[src/rtl/riscv_wb_pkg.sv]
// Shared types and sizes for the writeback arbiter: register address width
// and the per-channel holding slot record.
package riscv_wb_pkg;
  localparam int XLEN       = 32;
  localparam int NPORTS     = 4;
  localparam int REG_ADDR_W = 5;

  typedef struct packed {
    logic                  held;
    logic [REG_ADDR_W-1:0] rd;
    logic [XLEN-1:0]       value;
  } wb_slot_t;
endpackage

[src/rtl/riscv_wb_slot.sv]
// One completion holding slot: captures an accepted request and releases it
// after the cycle it drains, unless a new request refills it at the same edge.
module riscv_wb_slot
  import riscv_wb_pkg::*;
(
  input  logic                  clk_i,
  input  logic                  rst_i,
  input  logic                  stall_i,
  input  logic                  valid_i,
  input  logic [REG_ADDR_W-1:0] rd_i,
  input  logic [XLEN-1:0]       value_i,
  output logic                  ready_o,
  output wb_slot_t              slot_o
);

  wb_slot_t slot_q;
  logic     accept;

  // A full slot can still take a new request when it is draining this cycle.
  assign ready_o = !rst_i && (!slot_q.held || !stall_i);
  assign accept  = valid_i && ready_o;
  assign slot_o  = slot_q;

  always_ff @(posedge clk_i) begin
    if (rst_i) begin
      slot_q.held <= 1'b0;
    end else if (accept) begin
      slot_q <= '{held: 1'b1, rd: rd_i, value: value_i};
    end else if (!stall_i) begin
      slot_q.held <= 1'b0;
    end
  end

endmodule

[src/rtl/riscv_wb_arbiter.sv]
// Writeback arbiter: one holding slot per completion channel feeding one
// register-file write port each, with busy tracking, bypass and collision stats.
module riscv_wb_arbiter #(
  parameter int XLEN   = riscv_wb_pkg::XLEN,
  parameter int NPORTS = riscv_wb_pkg::NPORTS
) (
  input  logic                       clk_i,
  input  logic                       rst_i,
  input  logic [NPORTS-1:0]          cmp_valid_i,
  input  logic [NPORTS-1:0][4:0]     cmp_rd_i,
  input  logic [NPORTS-1:0][XLEN-1:0] cmp_value_i,
  output logic [NPORTS-1:0]          cmp_ready_o,
  input  logic                       stall_i,
  output logic [NPORTS-1:0]          wr_en_o,
  output logic [NPORTS-1:0][4:0]     wr_rd_o,
  output logic [NPORTS-1:0][XLEN-1:0] wr_value_o,
  output logic [31:0]                busy_o,
  input  logic [4:0]                 ra_i,
  input  logic [4:0]                 rb_i,
  output logic                       ra_fwd_valid_o,
  output logic [XLEN-1:0]            ra_fwd_value_o,
  output logic                       rb_fwd_valid_o,
  output logic [XLEN-1:0]            rb_fwd_value_o,
  output logic [15:0]                collisions_o
);
  import riscv_wb_pkg::*;

  wb_slot_t [NPORTS-1:0] slots;
  logic     [7:0]        supp_cnt;
  logic     [16:0]       coll_sum;
  logic                  later_match;

  for (genvar n = 0; n < NPORTS; n++) begin : g_slot
    riscv_wb_slot u_slot (
      .clk_i   (clk_i),
      .rst_i   (rst_i),
      .stall_i (stall_i),
      .valid_i (cmp_valid_i[n]),
      .rd_i    (cmp_rd_i[n]),
      .value_i (cmp_value_i[n]),
      .ready_o (cmp_ready_o[n]),
      .slot_o  (slots[n])
    );
    assign wr_rd_o[n]    = slots[n].rd;
    assign wr_value_o[n] = slots[n].value;
  end

  // Same-destination drains: the highest-index slot wins, lower ones are
  // dropped but still released. Nothing is written during a reset cycle.
  always_comb begin
    wr_en_o     = '0;
    supp_cnt    = '0;
    later_match = 1'b0;
    for (int n = 0; n < NPORTS; n++) begin
      later_match = 1'b0;
      for (int m = n + 1; m < NPORTS; m++) begin
        if (slots[m].held && slots[m].rd == slots[n].rd) later_match = 1'b1;
      end
      if (slots[n].held && !stall_i && !rst_i && slots[n].rd != '0) begin
        if (later_match) supp_cnt = supp_cnt + 8'd1;
        else             wr_en_o[n] = 1'b1;
      end
    end
  end

  always_comb begin
    busy_o         = '0;
    ra_fwd_valid_o = 1'b0;
    ra_fwd_value_o = '0;
    rb_fwd_valid_o = 1'b0;
    rb_fwd_value_o = '0;
    // Ascending scan so the highest-index match supplies the forwarded value.
    for (int n = 0; n < NPORTS; n++) begin
      if (slots[n].held && slots[n].rd != '0) begin
        busy_o[slots[n].rd] = 1'b1;
        if (slots[n].rd == ra_i) begin
          ra_fwd_valid_o = 1'b1;
          ra_fwd_value_o = slots[n].value;
        end
        if (slots[n].rd == rb_i) begin
          rb_fwd_valid_o = 1'b1;
          rb_fwd_value_o = slots[n].value;
        end
      end
    end
  end

  assign coll_sum = {1'b0, collisions_o} + {9'd0, supp_cnt};

  always_ff @(posedge clk_i) begin
    if (rst_i)            collisions_o <= '0;
    else if (coll_sum[16]) collisions_o <= 16'hFFFF;
    else                  collisions_o <= coll_sum[15:0];
  end

endmodule

[config.mk]
export PLATFORM = sky130hd
export DESIGN_NAME = riscv_wb_arbiter
export DESIGN_NICKNAME = d
export VERILOG_FILES = /design/src/rtl/riscv_wb_pkg.sv /design/src/rtl/riscv_wb_slot.sv /design/src/rtl/riscv_wb_arbiter.sv
export SDC_FILE = /design/constraint.sdc
export NUM_CORES = 1
export LEC_CHECK = 0
export BUFFER_PORTS_ARGS = -buffer_cell sky130_fd_sc_hd__buf_2
export CAP_MARGIN = 20
export CORE_ASPECT_RATIO = 0.75
export CORE_MARGIN = 4
export CORE_UTILIZATION = 47
export CTS_BUF_LIST = sky130_fd_sc_hd__clkbuf_16
export DETAILED_ROUTE_END_ITERATION = 10
export PLACE_DENSITY = 0.8
export SYNTH_ARGS = -nofsm -noshare
export SYNTH_HDL_FRONTEND = slang
export SYNTH_SLANG_ARGS = --single-unit
[constraint.sdc]
create_clock -name clk_i -period 9.9 [get_ports clk_i]
set_input_delay 1.485 -clock clk_i [delete_from_list [all_inputs] [get_ports clk_i]]
set_output_delay 1.485 -clock clk_i [all_outputs]
set_load 0.005 [all_outputs]
==> results.sh <==
export IMPL_min_path_cells=1
export IMPL_vdd_drop_max_mv=0.110
export IMPL_ctsResizeCount=0
export IMPL_ys_ff_latch=168
export IMPL_synthArstFlopShare_pct=0
export IMPL_finalWirelength_um=44200
export IMPL_insertion_delay_ns=0.44
export IMPL_hold_class="register to register"
export IMPL_crit_arrival_ns=4.54
export IMPL_port_buffers=433
export IMPL_wire_per_inst_um=25.8
export IMPL_rsz0062_at_grt="no"
export IMPL_min_to="collisions_o[11]$_SDFF_PP0_"
export IMPL_post_route_util_pct=56.1
export IMPL_h_tree_depth=4
export IMPL_synth_edf_count=148
export IMPL_most_common_layout_cells="433 x buf_2, 148 x edfxtp_1, 109 x nor2_1"
export IMPL_cp_max_fo=33
export IMPL_power_total_w=0.00175
export IMPL_io_pins=435
export IMPL_cts_tree="yes"
export IMPL_die_h_um=143
export IMPL_outcome="finished, final reports clean"
export IMPL_r2r_end="collisions_o[13]$_SDFF_PP0_"
export IMPL_place_gp_congestion=1.03
export IMPL_cts_max_path_buffers=2
export IMPL_drv_cap=0
export IMPL_ys_seq_area_share_pct=42.7
export IMPL_nets=1571
export IMPL_grt_max_degree=66
export IMPL_start_util_pct=48.6
export IMPL_root_buffer="clkbuf_16"
export IMPL_max_slew_margin_rel_pct=25.9
export IMPL_avgSynthCellArea_um2=9.65
export IMPL_fillers=2089
export IMPL_diodes=0
export IMPL_ys_flop_type="edfxtp_1"
export IMPL_rrSetupSlack_ns=4.51
export IMPL_max_freq_ghz=0.166
export IMPL_fin_skew_ns=0.0211
export IMPL_fin_crit_ns=6.02
export IMPL_fin_crit_sh_pct=60.8
export IMPL_antenna_found_initial=5
export IMPL_cts_sinks=168
export IMPL_syn_num_nets=1348
export IMPL_finalSetupTns_ns=0
export IMPL_rows=48
export IMPL_hold_viol=0
export IMPL_rr_worst_depth=13
export IMPL_first_pass_iters=5
export IMPL_cp_startpoint="g_slot[3].u_slot.slot_o[36]$_DFFE_PP_"
export IMPL_r2r_start="g_slot[1].u_slot.slot_o[32]$_DFFE_PP_"
export IMPL_worstHoldStart="collisions_o[11]$_SDFF_PP0_"
export IMPL_drv_slew=0
export IMPL_synth_warnings=0
export IMPL_grt_total_usage_pct=31.8
export IMPL_p_leak_nw=5.57
export IMPL_grt_pass1_wl_um=65200
export IMPL_worst_slew_pin_slew_ns=1.11
export IMPL_design_die_area_um2=26700
export IMPL_power_density_nw_per_um2=133
export IMPL_cts_hold_buffers=0
export IMPL_syn_area_um2=11400
export IMPL_area_growth_pct=15.5
export IMPL_post_cts_buffers=0
export IMPL_die_w_um=187
export IMPL_setup_viol_count_final=0
export IMPL_grt_pass1_vias=10600
export IMPL_ys_types=67
export IMPL_crit_path_start_kind="register"
export IMPL_hpwl_um=31400
export IMPL_netlist_instances=1177
export IMPL_route_antenna_remaining_nets=0
export IMPL_cts_inserted_buffers=17
export IMPL_endpoint_kind="output pin"
export IMPL_drc=0
export IMPL_hold_ws_ns=0.517
export IMPL_clkTransAtPathRegs_ns=0.07
export IMPL_cp_required_ns=8.42
export IMPL_final_layout_size_suffix_gt1_share_pct=39.8
export IMPL_drt_iter0_drc=1137
export IMPL_core_area_um2=23400
export IMPL_via_per_inst=6.18
export IMPL_layout_commonest_cell="buf_2"
export IMPL_dr_total_vias=10600
export IMPL_gr_total_overflow=0
export IMPL_worst_setup_path_type="register to output pin"
-- synthesized netlist by cell type (19+ instances only) --
cell	number	area share, %
buf_4	156	10
a311oi_2	29	3.8
dfxtp_1	20	3.5
o21ai_0	23	1.0
xor2_1	47	3.6
inv_1	42	1.4
edfxtp_1	148	39
nand2_1	95	3.1
nor3_1	50	2.2
a21oi_1	42	1.9
o31ai_2	29	3.2
nor2_1	109	3.6
nand3_1	86	3.8
clkbuf_1	44	1.5
o311a_1	32	2.8
buf_2	35	1.5
a22o_1	19	1.5
xnor2_1	31	2.4
-- final cells by class --
cell class,instances,area [um2],share of cell area (%)
Timing Repair Buffer,449,2330,17.8
Clock inverter,12,121,0.926
Multi-Input combinational cell,722,4780,36.4
Inverter,42,158,1.20
Clock buffer,20,500,3.82
Tap cell,300,375,2.86
Sequential cell,168,4840,37.0
-- per-stage QoR --
stage          instance area, um2  setup WS [ns]  cells
6_report                    13100           3.88   1713
5_1_grt                     13100           3.85   1713
4_1_cts                     13100           4.11   1710
3_5_place_dp                12400           4.15   1678
3_3_place_gp                12400           4.11   1677
2_1_floorplan               11400           5.13   1177
-- worst max-delay path, cell delays in order, from the launching register on --
cell	delay (ns)
edfxtp_1	0.83
nor3_1	0.27
a21boi_2	0.55
nand3_2	0.99
and2_2	0.72
buf_12	0.25
a311oi_1	0.27
buf_2	0.17
-- routing by layer --
layer  wire [um]  GRT usage [%]  vias to the layer above
met5          57              0                        -
met4        1620           14.1                       10
met3        5980           11.3                      132
met2       20200           50.4                      905
met1       16300           39.6                     5019
li1            -              -                     4523
-- state kept, by name, indices dropped and copies added (netlist names) --
| name | count |
|---|---|
| collisions_o | 16 |
| g_slot.u_slot.slot_o | 152 |
-- cells by family after synthesis --
family          count (synthesis)  synth area share (%)
fa+ha+maj                       6                 0.727
other cells                     1                0.0330
simple gates                  421                  17.6
xor+xnor                       78                  6.02
flops                         168                  42.7
mux                             3                 0.287
buf+inv                       287                  15.6
compound gates                213                  17.1
-- worst max path at each step --
stage	end	slack, ns	depth (start not counted)
4_1_cts	ra_fwd_value_o[0]	4.11	7
3_5_place_dp	ra_fwd_value_o[0]	4.15	8
5_1_grt	ra_fwd_value_o[0]	3.85	7
2_1_floorplan	collisions_o[11]$_SDFF_PP0_	5.13	14
6_report	ra_fwd_value_o[0]	3.88	7
3_3_place_gp	ra_fwd_value_o[0]	4.11	7
-- where the power goes --
group / switching [W] / leakage, nW / internal (W)
sequential: 0.0000416 / 1.54 / 0.000805
clock: 0.000308 / 0.311 / 0.000400
combinational: 0.000112 / 3.72 / 0.0000823
Note: power is estimated with default switching activity, not from simulation.
